File: src/rtl/led_pwm_driver_pkg.sv
// Shared definitions for the LED PWM driver: lamp-test state encoding,
// default parameter values and a width helper.
package led_pwm_driver_pkg;

   localparam int unsigned C_NUM_LEDS         = 16;
   localparam int unsigned C_PWM_BITS         = 8;
   localparam int unsigned C_STRETCH_CYCLES   = 2000000;   // 50 ms at 40 MHz
   localparam int unsigned C_LAMP_STEP_CYCLES = 10000000;  // 0.25 s at 40 MHz

   typedef enum logic [1:0] {
      ST_IDLE   = 2'd0,
      ST_ALL_ON = 2'd1,
      ST_WALK   = 2'd2
   } lamp_state_t;

   // Counter width able to hold value-1, never narrower than one bit.
   function automatic int unsigned clog2_min1(input int unsigned value);
      if (value > 1) return $clog2(value);
      return 1;
   endfunction

endpackage

File: src/rtl/led_pulse_stretch.sv
// Per-channel pulse stretcher: guarantees a minimum visible on-time for
// every rising edge of the registered LED request.
//   clock, reset      : fabric clock, async active-high reset
//   i_led_q           : registered LED request for this channel
//   o_stretched_c     : combinational stretched request (request OR count active)
module led_pulse_stretch
   import led_pwm_driver_pkg::*;
#(
   parameter int unsigned G_STRETCH_CYCLES = C_STRETCH_CYCLES
)(
   input  logic clock,
   input  logic reset,
   input  logic i_led_q,
   output logic o_stretched_c
);

   localparam int unsigned      CNT_W    = clog2_min1(G_STRETCH_CYCLES);
   localparam logic [CNT_W-1:0] CNT_LOAD = CNT_W'(G_STRETCH_CYCLES - 1);

   logic             r_led_prev;
   logic [CNT_W-1:0] r_cnt;
   logic             w_rise;

   assign w_rise = i_led_q & ~r_led_prev;

   // Rising edge (re)loads; the count only drains once the request drops.
   always_ff @(posedge clock or posedge reset) begin
      if (reset) begin
         r_led_prev <= 1'b0;
         r_cnt      <= '0;
      end else begin
         r_led_prev <= i_led_q;
         if (w_rise) begin
            r_cnt <= CNT_LOAD;
         end else if (!i_led_q && (r_cnt != '0)) begin
            r_cnt <= r_cnt - CNT_W'(1);
         end
      end
   end

   assign o_stretched_c = i_led_q | (r_cnt != '0);

endmodule

File: src/rtl/led_pwm_driver.sv
// LED output stage: input registration, per-channel pulse stretching,
// global PWM dimming, blanking and a lamp-test sequencer.
//   clock, reset      : 40 MHz fabric clock, async active-high reset
//   led_i             : logical LED pattern
//   brightness_i      : PWM duty setting (all-ones = fully on)
//   blank_i           : forces all outputs off
//   lamp_test_i       : single-cycle lamp-test start pulse
//   led_o             : registered LED pin drive
//   lamp_test_busy_o  : high while the lamp test is running
module led_pwm_driver
   import led_pwm_driver_pkg::*;
#(
   parameter int unsigned G_NUM_LEDS         = C_NUM_LEDS,
   parameter int unsigned G_PWM_BITS         = C_PWM_BITS,
   parameter int unsigned G_STRETCH_CYCLES   = C_STRETCH_CYCLES,
   parameter int unsigned G_LAMP_STEP_CYCLES = C_LAMP_STEP_CYCLES
)(
   input  logic                  clock,
   input  logic                  reset,
   input  logic [G_NUM_LEDS-1:0] led_i,
   input  logic [G_PWM_BITS-1:0] brightness_i,
   input  logic                  blank_i,
   input  logic                  lamp_test_i,
   output logic [G_NUM_LEDS-1:0] led_o,
   output logic                  lamp_test_busy_o
);

   localparam int unsigned            STEP_W    = clog2_min1(G_LAMP_STEP_CYCLES);
   localparam int unsigned            IDX_W     = clog2_min1(G_NUM_LEDS);
   localparam logic [STEP_W-1:0]      STEP_LAST = STEP_W'(G_LAMP_STEP_CYCLES - 1);
   localparam logic [IDX_W-1:0]       IDX_LAST  = IDX_W'(G_NUM_LEDS - 1);
   localparam logic [G_PWM_BITS-1:0]  PWM_MAX   = '1;

   logic [G_NUM_LEDS-1:0] r_led_q;
   logic [G_PWM_BITS-1:0] r_pwm_cnt;
   logic [G_PWM_BITS-1:0] r_brightness_q;
   lamp_state_t           r_state;
   logic [STEP_W-1:0]     r_step;
   logic [IDX_W-1:0]      r_idx;
   logic                  r_busy;
   logic [G_NUM_LEDS-1:0] r_led_o;

   logic                  w_pwm_on;
   logic [G_NUM_LEDS-1:0] w_stretched;
   logic [G_NUM_LEDS-1:0] w_lamp_pattern;

   // Input registration.
   always_ff @(posedge clock or posedge reset) begin
      if (reset) begin
         r_led_q <= '0;
      end else begin
         r_led_q <= led_i;
      end
   end

   // Free-running PWM counter; duty is sampled only at the period boundary.
   always_ff @(posedge clock or posedge reset) begin
      if (reset) begin
         r_pwm_cnt      <= '0;
         r_brightness_q <= '0;
      end else begin
         r_pwm_cnt <= r_pwm_cnt + G_PWM_BITS'(1);
         if (r_pwm_cnt == PWM_MAX) begin
            r_brightness_q <= brightness_i;
         end
      end
   end

   // All-ones is special-cased so full brightness has no off slot.
   assign w_pwm_on = (r_brightness_q == PWM_MAX) || (r_pwm_cnt < r_brightness_q);

   for (genvar g = 0; g < int'(G_NUM_LEDS); g++) begin : g_stretch
      led_pulse_stretch #(
         .G_STRETCH_CYCLES (G_STRETCH_CYCLES)
      ) u_stretch (
         .clock         (clock),
         .reset         (reset),
         .i_led_q       (r_led_q[g]),
         .o_stretched_c (w_stretched[g])
      );
   end

   // Lamp-test sequencer; start requests are ignored outside IDLE.
   always_ff @(posedge clock or posedge reset) begin
      if (reset) begin
         r_state <= ST_IDLE;
         r_step  <= '0;
         r_idx   <= '0;
         r_busy  <= 1'b0;
      end else begin
         case (r_state)
            ST_IDLE: begin
               if (lamp_test_i) begin
                  r_state <= ST_ALL_ON;
                  r_step  <= '0;
                  r_busy  <= 1'b1;
               end
            end
            ST_ALL_ON: begin
               if (r_step == STEP_LAST) begin
                  r_state <= ST_WALK;
                  r_step  <= '0;
                  r_idx   <= '0;
               end else begin
                  r_step <= r_step + STEP_W'(1);
               end
            end
            ST_WALK: begin
               if (r_step == STEP_LAST) begin
                  r_step <= '0;
                  if (r_idx == IDX_LAST) begin
                     r_state <= ST_IDLE;
                     r_idx   <= '0;
                     r_busy  <= 1'b0;
                  end else begin
                     r_idx <= r_idx + IDX_W'(1);
                  end
               end else begin
                  r_step <= r_step + STEP_W'(1);
               end
            end
            default: begin
               r_state <= ST_IDLE;
               r_busy  <= 1'b0;
            end
         endcase
      end
   end

   always_comb begin
      w_lamp_pattern = '0;
      case (r_state)
         ST_ALL_ON: w_lamp_pattern = '1;
         ST_WALK:   w_lamp_pattern = G_NUM_LEDS'(1) << r_idx;
         default:   w_lamp_pattern = '0;
      endcase
   end

   // Output priority: blank, then lamp test (not dimmed), then dimmed pattern.
   always_ff @(posedge clock or posedge reset) begin
      if (reset) begin
         r_led_o <= '0;
      end else if (blank_i) begin
         r_led_o <= '0;
      end else if (r_state != ST_IDLE) begin
         r_led_o <= w_lamp_pattern;
      end else begin
         r_led_o <= w_stretched & {G_NUM_LEDS{w_pwm_on}};
      end
   end

   assign led_o            = r_led_o;
   assign lamp_test_busy_o = r_busy;

endmodule

File: config.mk
export PLATFORM = sky130hd
export DESIGN_NAME = led_pwm_driver
export DESIGN_NICKNAME = d
export VERILOG_FILES = /design/src/rtl/led_pwm_driver_pkg.sv /design/src/rtl/led_pulse_stretch.sv /design/src/rtl/led_pwm_driver.sv
export SDC_FILE = /design/constraint.sdc
export NUM_CORES = 1
export LEC_CHECK = 0
export BUFFER_PORTS_ARGS = -buffer_cell sky130_fd_sc_hd__buf_4
export CORE_AREA = 2 2 227 273
export CTS_BUF_LIST = sky130_fd_sc_hd__clkbuf_16
export DETAILED_ROUTE_END_ITERATION = 10
export DIE_AREA = 0 0 229 275
export SYNTH_ARGS = -nofsm -noshare
export SYNTH_HDL_FRONTEND = slang
export SYNTH_HIERARCHICAL = 1
export SYNTH_SLANG_ARGS = --single-unit
File: constraint.sdc
create_clock -name clock -period 2.97 [get_ports clock]
set_input_delay 0.297 -clock clock [delete_from_list [all_inputs] [get_ports clock]]
set_output_delay 0.297 -clock clock [all_outputs]
set_load 0.005 [all_outputs]
======== Word level (Yosys, flattened, before mapping) ========
Cells that the tools add are included.
cells by class
  add/subtract/negate cells ............... 19
  $mul .................................... 0
  divide/modulo/power cells ............... 0
  $lt $le $gt $ge ......................... 1
  equality and inequality tests ........... 10
  shifts and indexed selects .............. 1
  multiplexer cells ....................... 51
  bitwise operators ....................... 50
  reduce and logical (&&, ||, !) cells .... 74
operators by type and width
  operator                                             count
  two-way mux 21 bit                                   32
  nonzero test 21 bit                                  16
  subtractor 21 x 1 -> 21 bit (second input constant)  16
  two-way mux 24 bit                                   2
  one-hot mux 24 bit (2 select lines)                  1
  nonzero test 2 bit                                   19
  two-way mux 16 bit                                   2
  one-hot mux 16 bit (2 select lines)                  1
  adder 24 x 1 -> 24 bit (second input constant)       1
  == test 24 bit (second input constant)               1
  inverter 1 bit                                       17
  AND 1 bit                                            16
  AND 16 bit                                           1
  == test 8 bit (second input constant)                2
  logical AND 1 bit                                    16
  logical NOT 1 bit                                    16
  bitwise OR 1 bit                                     16
  << shifter 1 x 4 -> 16 bit (first input constant)    1
  two-way mux 4 bit                                    3
  adder 8 x 1 -> 8 bit (second input constant)         1
  < comparator 8 bit                                   1
  two-way mux 2 bit                                    4
  inequality test 2 bit (second input constant)        4
  one-hot mux 4 bit (2 select lines)                   1
  other kinds (13)                                     16
storage, ports and cells
  register bits ........................... 431
  bits in latches ......................... 0
  memory bits (writable) .................. 0
  ROM bits ................................ 0
  bits of input ports ..................... 28
  output and inout port bits .............. 17
  memories kept ........................... 0

======== Depth between registers and ports, before layout ========
Gate-level depths: netlist of run 1.
  depth in word-level cells ............... 5
  mapped depth ............................ 8
  mapped depth without buffers ............ 7

======== Modules after synthesis ========
The synthesis of run 1 kept the hierarchy.
modules (own cells, without submodules)
  module                                           times used  cells each  area each (um^2)
  led_pulse_stretch at g_stretch[0].u_stretch ...  14          125         1221.2
  led_pwm_driver                                   1           354         3748.6
  led_pulse_stretch at g_stretch[8].u_stretch ...  2           120         1232.4

======== Worst setup path before layout of run 1 ========
No wires, ideal clock.
  path type ............................... reg-to-reg
  from .................................... register g_stretch[0].u_stretch.r_cnt[0]
  to ...................................... register g_stretch[0].u_stretch.r_cnt[10]
  arrival ................................. 2053 ps
  setup slack ............................. 783 ps
  cell stages (with the launch flop) ...... 8
  path buffers ............................ 0
  cell sequence ........................... dfrtp_1 -> inv_1 -> ha_1 -> or3b_2 -> or3_4 -> a2111oi_4 -> xnor2_1 -> nand2_1
on the way
  longest elaborated chain between the ends .. 3
ends and longest elaborated chain
  what                                                                RTL line                                          source
  start: declaration                                                  led_pulse_stretch.sv:21                           logic [CNT_W-1:0] r_cnt;
  start signal: assignment                                            led_pulse_stretch.sv:36                           r_cnt <= r_cnt - CNT_W'(1);
  subtractor 21 x 1 -> 21 bit or nonzero test 21 bit (tied branches)  led_pulse_stretch.sv:36, led_pulse_stretch.sv:35
  two-way mux 21 bit or logical AND 1 bit (tied branches)             led_pulse_stretch.sv:35                           end else if (!i_led_q && (r_cnt != '0)) begin
  two-way mux 21 bit or nonzero test 2 bit (tied branches)            n/a
Several ways; a longest one is shown, not always the timed one. The select of a mux whose other input is x is not followed.
A chain may end at the register's enable or synchronous reset.

======== Final worst setup path of run 1 ========
  from .................................... register r_pwm_cnt[1]
  to ...................................... register r_led_o[11] (netlist: led_o[11])
on the way
  longest elaborated chain between the ends .. 5
ends and longest elaborated chain
  what                      RTL line               source
  start: declaration        led_pwm_driver.sv:35   logic [G_PWM_BITS-1:0] r_pwm_cnt;
  start signal: assignment  led_pwm_driver.sv:62   r_pwm_cnt <= r_pwm_cnt + G_PWM_BITS'(1);
  < comparator 8 bit        led_pwm_driver.sv:70   assign w_pwm_on = (r_brightness_q == PWM_MAX) || (r_pwm_cnt < r_brightness_q);
  logical OR 1 bit          led_pwm_driver.sv:70
  AND 16 bit                led_pwm_driver.sv:148  r_led_o <= w_stretched & {G_NUM_LEDS{w_pwm_on}};
  two-way mux 16 bit        led_pwm_driver.sv:145  end else if (r_state != ST_IDLE) begin
  two-way mux 16 bit        led_pwm_driver.sv:143  end else if (blank_i) begin
  end signal: assignment    led_pwm_driver.sv:146  r_led_o <= w_lamp_pattern;
  end signal: assignment    led_pwm_driver.sv:148
  end: declaration          led_pwm_driver.sv:41   logic [G_NUM_LEDS-1:0] r_led_o;
No other way between the ends.

==> results of run 1 <==
-- cell type report --
class | instances | area, um^2
timing repair buffer | 86 | 721
tap | 808 | 1010
multi-input combinational | 1750 | 11900
clock inverter | 37 | 339
inverter | 70 | 265
clock buffer | 49 | 1230
fill | 5864 | 34200
sequential | 431 | 10800
-- path summary, 6_finish.rpt --
| check | startpoint | to | slack (ps) | cells past startpoint |
|---|---|---|---|---|
| hold / removal | blank_i | led_o[0] | 120 | 3 |
| setup / recovery | r_pwm_cnt[1] | led_o[11] | 580 | 5 |
| min in group asynchronous | reset | led_o[14] | 540 | 3 |
| hold reg to reg | g_stretch[11].u_stretch/r_cnt[11] | g_stretch[11].u_stretch/r_cnt[11] | 470 | 1 |
| setup reg to reg | r_pwm_cnt[1] | led_o[11] | 580 | 5 |
| max in group asynchronous | reset | g_stretch[13].u_stretch/r_cnt[17] | 1740 | 3 |
-- worst max-delay path, cell delays in order (launching register included) --
cell and delay, ps:
dfrtp_1 400, ha_1 310, a2111oi_0 370, a2111oi_1 170, nor4b_4 840, o2bb2ai_1 200
-- power breakdown --
part	switching [uW]	internal, uW	total [uW]
registers	374	6170	6540
logic	804	550	1350
clock network	2450	3510	5960
-- per-stage QoR --
step / cell area, um^2 / setup WS, ps / total power (uW) / hold WS [ps] / std cells
after floorplan: 23300 / 650 / 7400 / 286 / 2344
after global placement: 24400 / 629 / 7940 / 408 / 3120
after detailed placement: 24400 / 574 / 7980 / 408 / 3120
after CTS: 26200 / 524 / 14100 / 85.8 / 3231
after global routing: 26200 / 317 / 14500 / 115 / 3231
final: 26200 / 580 / 13900 / 124 / 3231
-- sequential cells by signal, summed over array words and instances (netlist names) --
signal                          cells
r_pwm_cnt                           8
g_stretch.u_stretch/r_led_prev     16
r_led_q                            16
r_state                             2
g_stretch.u_stretch/r_cnt         336
lamp_test_busy_o                    1
r_brightness_q                      8
led_o                              16
r_step                             24
r_idx                               4
-- Yosys cell counts (58+ instances only) --
cell type,instances,share of area
nand3_1,209,0.045
o31ai_1,66,0.021
mux2i_1,66,0.028
o21ai_0,79,0.017
xor2_1,79,0.030
nor4_1,78,0.021
nand2_1,231,0.037
dfrtp_1,431,0.46
clkbuf_1,74,0.012
nor3_1,63,0.014
inv_1,70,0.011
nor2_1,209,0.034
a21oi_1,58,0.012
-- per-layer routing --
metal / vias up / track usage / wire length [um]
li1: 8802 / - / -
met1: 8847 / 0.206 / 23200
met2: 255 / 0.276 / 24300
met3: 71 / 0.0285 / 1870
met4: 0 / 0.0467 / 1050
met5: - / 0 / 0
-- placed cells by master (no fill, tap or decap), types with 47 or more instances in the layout --
| master | Yosys | final |
|---|---|---|
| xor2_1 | 79 | 79 |
| nor2_1 | 209 | 209 |
| nor3_1 | 63 | 63 |
| o21ai_0 | 79 | 79 |
| nand3_1 | 209 | 209 |
| inv_1 | 70 | 74 |
| nor4_1 | 78 | 78 |
| o31ai_1 | 66 | 66 |
| ha_1 | 50 | 50 |
| clkbuf_16 | 0 | 49 |
| buf_4 | 1 | 60 |
| a21oi_1 | 58 | 58 |
| mux2i_1 | 66 | 66 |
| or4_1 | 47 | 47 |
| nand2_1 | 231 | 231 |
| dfrtp_1 | 431 | 431 |
-- timing repair --
action / 4_1_cts / 5_1_grt
endpoints found under the hold margin: 38 / 0
hold buffers: 25 / 0
resized for setup: 0 / 0
-- logic make-up after synthesis --
logic type / synth area share
buf+inv: 0.0278
fa+ha+maj: 0.0268
compound gates: 0.146
simple gates: 0.262
flops: 0.463
mux: 0.0370
xor+xnor: 0.0379
==> results.cfg, run 1 <==
[status]
status = completed

[worst_setup_path]
arrival_ps = 2870
critPathMaxFanout = 16
worstSetupPathType = reg -> reg
worstSetupStartpointType = flop
critPathCaptureType = flop
required_ps = 3450

[global_route]
antenna_found_initial = 0
grt-ovfl-total = 0
grt_max_degree = 43
grt_pass1_vias = 17700
grt_pass1_wl_um = 85800
track_usage = 0.160

[synthesis]
avgSynthCellArea_um2 = 9.94
syn_inst = 2344
synth_ff_type = dfrtp_1
syn_area_um2 = 23300
yosysSeqAreaShare = 0.463
synth-seq-cells = 431
synthArstFlopShare = 1.00
synth_edf_count = 0
synthDistinctLibCells = 70
synth_nets = 2422
synth_warnings = 6

[die]
die_area_um2 = 63000
fp.dieH_um = 275
row_count = 99
ios = 45
core_um2 = 60400
initial_utilization = 0.386
die_w_um = 229

[min_path]
holdCritPathClass = in -> reg

[timing]
tns_ps = 0
clock_skew_ps = 14.7
drv_slew = 0
relSlewSlack = 0.337
worstMarginPinSlew_ps = 991
fin_crit_ps = 2390
rsz0062_at_grt = no
hold_viol = 0
finalSetupViolations = 0
fmax_mhz = 418
timing.final.crit_share = 0.805

[drt]
drtPass1Iterations = 5
routed_wirelength_um = 50400
viasPerCell = 5.56
post_drt_wl_per_cell_um = 15.6
drtAntennaViolNets = 0
drt_iter0_drc = 1146
route.detailed.drc = 0
via_count = 18000

[clock_network]
tritoncts = built
cts_setup_buffers = 0
cts-root-buf = clkbuf_16
numCtsBuffers = 47
clock_sinks = 431
path_clk_slew_ps = 60
clock_path_buffers = 3
htreeDepth = 2
insertion_delay_ps = 580

[layout]
area_delta_synth_final_pct = 12.5
finish.utilization = 0.434
n_antenna_cell = 0
drive_above_1_share = 0.127
finalNetCount = 2464

[placed_design]
hpwlAfterDp_um = 34900
place.port_buffers = 44
gp_congestion = 0.845

[pwr]
cellPowerDensity_nw_per_um2 = 528
power.leakage_uw = 0.00972
ir_drop_v = 0.000376

[flow_run]
cap_violations = 0
Power figures use the tool's default switching activity.
==> run 2: changes to the inputs <==
Clock period 2.97 ns to 1.95 ns, I/O delays scaled along.
==> run 2 against run 1 <==
Against the previous run:
- the run now ends with setup timing left
- die area stayed put
- routed wire length is 20% higher
- combinational power rose to 2.5 times the previous value
- global-route usage up 2.2 points
- critical path depth unchanged
- setup slack worse by 660 ps
- final area up 26%
- sequential share of layout area is 8.4 points lower
- worst hold slack better by 45 ps
==> results.cfg, run 2 (synthesized netlist as in run 1, its figures left out) <==
[status]
status = complete, but fails checks
violations = setup timing

[timing]
worstMarginPinSlew_ps = 627
fmax_mhz = 492
rsz0062_at_grt = yes
finalSetupViolations = 35
relSlewSlack = 0.582
timing.final.crit_share = 1.04
fin_crit_ps = 2030
hold_viol = 0
timing.final.ws_setup_ps = -83.9
clock_skew_ps = 14.1
drv_slew = 0

[placed_design]
pre_cts_ws_ps = -109
place.port_buffers = 44
gp_congestion = 0.834
hpwlAfterDp_um = 40200
dpl_cell_area_um2 = 28600

[worst_setup_path]
r2r_setup_slack_ps = -80
worstSetupPathType = reg -> reg
worstSetupStartpointType = flop
arrival_ps = 2510
critPathMaxFanout = 5
critPathCaptureType = flop
required_ps = 2430

[layout]
drive_above_1_share = 0.398
regArea_um2 = 10800
mostFrequentLayoutCells = buf_4, dfrtp_1, nand2_1
largest_reg_flops = 336
final_area_um2 = 33000
area_delta_synth_final_pct = 41.5
final_common_cell = buf_4
finalNetCount = 3074
top_register = g_stretch.u_stretch/r_cnt
multi_input_area_um2 = 14000
reg.largest.list = g_stretch.u_stretch/r_cnt (336), r_step (24)
fillers = 5286

[global_route]
grt_pass1_wl_um = 98000
grt_max_degree = 58
antenna_found_initial = 1
track_usage = 0.183
grt_pass1_vias = 20500
grt-ovfl-total = 0

[drt]
post_drt_wl_per_cell_um = 15.8
viasPerCell = 5.38
routed_wirelength_um = 60600
drtPass1Iterations = 5
drtAntennaViolNets = 0
drt_iter0_drc = 1192
via_count = 20700
route.detailed.drc = 0

[pwr]
ir_drop_v = 0.000590
power.leakage_uw = 0.0132
cellPowerDensity_nw_per_um2 = 679

[die]
core_um2 = 60400
fp.dieH_um = 275
die_area_um2 = 63000
die_w_um = 229
row_count = 99
ios = 45
initial_utilization = 0.386

[clock_network]
path_clk_slew_ps = 60
tritoncts = built
insertion_delay_ps = 590
clock_path_buffers = 3
cts-root-buf = clkbuf_16
clock_sinks = 431
htreeDepth = 2
numCtsBuffers = 49

[min_path]
holdCritPathClass = in -> reg

[flow_run]
cap_violations = 0
## run 2: cell count changes in the layout (fill, tap and decap cells not counted), moves of 27 or more
cell / previous run / this run
buf_4: 60 / 630
inv_2: 0 / 32
nand3_1: 209 / 171
nand3_2: 0 / 38
o31ai_1: 66 / 39
or4_1: 47 / 18
or4_4: 18 / 47
## run 2: area by class of cell
| type | instances | area share |
|---|---|---|
| antenna | 1 | 0.0000758 |
| clock buffer | 51 | 0.0387 |
| clock inverter | 38 | 0.00891 |
| inverter | 70 | 0.00808 |
| multi-input combinational | 1761 | 0.425 |
| sequential | 431 | 0.327 |
| tap | 808 | 0.0306 |
| timing repair buffer | 683 | 0.161 |
## run 2: metrics by stage
step | hold slack, ps | utilization | total power (uW) | instances | TNS [ps]
final | 169 | 0.546 | 22400 | 3843 | -823
after global routing | 160 | 0.546 | 23500 | 3843 | -7420
after CTS | 36.5 | 0.513 | 22200 | 3771 | -512
after detailed placement | 306 | 0.473 | 12800 | 3640 | -3950
after global placement | 306 | 0.473 | 12700 | 3640 | -1880
after floorplan | 184 | - | 11300 | 2344 | -1490
## run 2: worst max-delay path: stages (launching register included)
cell and delay, ps:
dfrtp_1 370, or4_4 580, and4bb_4 440, and3_4 210
o21ai_2 50, mux2_4 270
## run 2: routing by layer
metal | part of all wire | track usage | up-vias
li1 | - | - | 10000
met1 | 0.43 | 0.225 | 10300
met2 | 0.52 | 0.330 | 278
met3 | 0.035 | 0.0313 | 89
met4 | 0.020 | 0.0475 | 0
met5 | 0 | 0 | -
## run 2: final timing paths
check | startpoint | endpoint | cells after the start
max | g_stretch[10].u_stretch/r_cnt[11] | g_stretch[10].u_stretch/r_cnt[3] | 5
min | lamp_test_i | r_state[1] | 5
max reg2reg | g_stretch[10].u_stretch/r_cnt[11] | g_stretch[10].u_stretch/r_cnt[3] | 5
min reg2reg | r_pwm_cnt[0] | r_pwm_cnt[0] | 1
max in group asynchronous | reset | led_o[10] | 4
min in group asynchronous | reset | r_led_q[10] | 3
## run 2: power by group
part | internal (uW) | switching (uW)
Sequential | 9390 | 520
Clock | 5350 | 3740
Combinational | 1600 | 1790
Total | 16400 | 6050
## run 2: what timing repair did
action                     in CTS  in global routing
hold endpoints to repair      355                  0
hold buffers                   25                  0
gates resized for setup       105                288
gates cloned                    0                 12
pin swaps                      37                141
buffers inserted               17                 61
setup endpoints to repair     197                291
==> run 3: changes to the inputs <==
Settings changed: CORE_AREA 2 2 227 273 to 2 2 224 270, DIE_AREA 0 0 229 275 to 0 0 226 272.
==> run 3 against run 2 <==
Against the previous run:
- the flow still finishes with violations (setup timing)
- combinational power rose by 3%
- routed wire length up 0.83%
- global-route usage up 0.97 points
- cell count fell by 0.62%
- maximum frequency rose by 0.66%
- final area decreased by 0.16%
- register-to-register slack about the same
- power is 1.4% higher
- count of clock-buffer cells in the layout fell by 2
- critical path type unchanged
- largest cell class unchanged
- highest routed layer unchanged
==> results.cfg, run 3 (synthesized netlist as in run 1, its figures left out) <==
[status]
status = complete, but fails checks
violations = setup timing

[layout]
largest_reg_flops = 336
finalNetCount = 3059
top_register = g_stretch.u_stretch/r_cnt
fillers = 4991
drive_above_1_share = 0.395
final_common_cell = buf_4
reg.largest.list = g_stretch.u_stretch/r_cnt (336), r_step (24)
n_antenna_cell = 0
area_delta_synth_final_pct = 41.3
mostFrequentLayoutCells = buf_4, dfrtp_1, nand2_1

[pwr]
share_comb_of_total_power = 0.154
ir_drop_v = 0.000541
pwr-share-clk = 0.408
power.leakage_uw = 0.0131
total_power_uw = 22700
p_sw_frac = 0.271
cellPowerDensity_nw_per_um2 = 690
p_int_uw = 16600
p_seq_frac = 0.439
p_sw_uw = 6150

[drt]
drt_iter0_drc = 1139
route.detailed.drc = 0
via_count = 20800
drtPass1Iterations = 5
post_drt_wl_per_cell_um = 16.0
viasPerCell = 5.44
drtAntennaViolNets = 0
routed_wirelength_um = 61100

[clock_network]
tritoncts = built
path_clk_slew_ps = 60
clock_path_buffers = 3
htreeDepth = 2
clock_sinks = 431
insertion_delay_ps = 600
numCtsBuffers = 48
cts-root-buf = clkbuf_16

[die]
initial_utilization = 0.395
core_um2 = 59000
die_area_um2 = 61500
ios = 45
fp.dieH_um = 272
die_w_um = 226
row_count = 98

[worst_setup_path]
timing.rr.end = g_stretch[2].u_stretch/r_cnt[3]
worstSetupStartpointType = flop
r2r_cells = 5
critPathCaptureType = flop
arrival_ps = 2490
worstSetupPathType = reg -> reg
required_ps = 2420
r2r_setup_slack_ps = -70
r2r-start = g_stretch[2].u_stretch/r_cnt[8]
critPathMaxFanout = 5

[placed_design]
pre_cts_ws_ps = -91.2
hpwlAfterDp_um = 41200
gp_congestion = 0.858
place.port_buffers = 44

[min_path]
hold_depth = 5
holdCritPathClass = in -> reg
hold_end = r_step[0]
min_from = lamp_test_i

[timing]
finalSetupViolations = 45
fmax_mhz = 495
timing.final.ws_setup_ps = -70.7
drv_slew = 0
relSlewSlack = 0.572
timing.final.crit_share = 1.04
rsz0062_at_grt = yes
fin_crit_ps = 2020
worstMarginPinSlew_ps = 642
clock_skew_ps = 15.2
hold_viol = 0

[global_route]
antenna_found_initial = 0
grt_pass1_vias = 20700
grt_pass1_wl_um = 99400
track_usage = 0.192
grt_max_degree = 43
grt-ovfl-total = 0

[flow_run]
cap_violations = 0
run 3: cell types whose count changed in the layout (fill, tap and decap cells not counted), moves of 5 or more:
cell | before | now
buf_4 | 630 | 610
buf_6 | 25 | 31
clkinv_1 | 10 | 17
ha_1 | 33 | 27
inv_1 | 49 | 43
nand3_1 | 171 | 166
nand3_2 | 38 | 43
nor3_2 | 22 | 17
nor4_1 | 74 | 68
nor4_2 | 7 | 14
o21ai_1 | 19 | 24
o31ai_1 | 39 | 47
o31ai_2 | 25 | 18
run 3: repair_timing:
action	CTS	global route
endpoints found under the setup margin	190	309
pin swaps	44	149
gates resized for setup	111	288
cloned	0	9
hold buffers	25	0
hold endpoints to repair	317	0
buffers inserted	21	54
run 3: worst max-delay path by stage:
| stage | cells past startpoint | startpoint | endpoint | slack, ps |
|---|---|---|---|---|
| floorplan | 6 | g_stretch[0].u_stretch/r_cnt[9] | g_stretch[0].u_stretch/r_cnt[3] | -80 |
| CTS | 7 | g_stretch[4].u_stretch/r_cnt[0] | g_stretch[4].u_stretch/r_cnt[10] | -40 |
| global placement | 6 | r_step[16] | r_state[0] | -100 |
| global route | 7 | g_stretch[12].u_stretch/r_cnt[0] | g_stretch[12].u_stretch/r_cnt[10] | -110 |
| finish | 5 | g_stretch[2].u_stretch/r_cnt[8] | g_stretch[2].u_stretch/r_cnt[3] | -70 |
| detailed placement | 6 | r_step[16] | r_state[0] | -90 |
run 3: through the flow:
| stage | hold WS [ps] | cells | TNS (ps) | instance area [um^2] | util |
|---|---|---|---|---|---|
| global route | 181 | 3819 | -7540 | 32900 | 0.558 |
| detailed placement | 306 | 3622 | -4330 | 28500 | 0.484 |
| finish | 166 | 3819 | -737 | 32900 | 0.558 |
| floorplan | 184 | 2344 | -1490 | 23600 | - |
| CTS | 18.4 | 3756 | -486 | 31000 | 0.526 |
| global placement | 305 | 3622 | -2870 | 28500 | 0.484 |
run 3: layer usage:
metal,up-vias,part of all wire,global-route usage
met5,-,0,0
met4,0,0.021,0.0631
met3,88,0.035,0.0279
met2,293,0.51,0.340
met1,10400,0.43,0.240
li1,10000,-,-
run 3: critical path, cell delays in order (launching register included):
cell      delay, ps
dfrtp_1         380
or4_4           580
and4bb_4        410
and3_4          210
o21ai_2          50
mux2_4          280
run 3: cell type report:
class                           count  area (um^2)  area share
Tap cell                          800         1000      0.0304
Multi-Input combinational cell   1758        14000       0.425
Inverter                           70          267     0.00809
Timing Repair Buffer              672         5300       0.161
Sequential cell                   431        10800       0.327
Clock buffer                       49         1230      0.0372
Clock inverter                     39          354      0.0107
run 3: power by group through the flow:
stage	logic, uW	registers (uW)	clock network, uW
after floorplan	1450	9870	0
after global placement	2640	10000	0
after detailed placement	2730	10100	0
after CTS	2950	9920	9540
after global routing	3820	10000	9900
final	3490	9970	9260
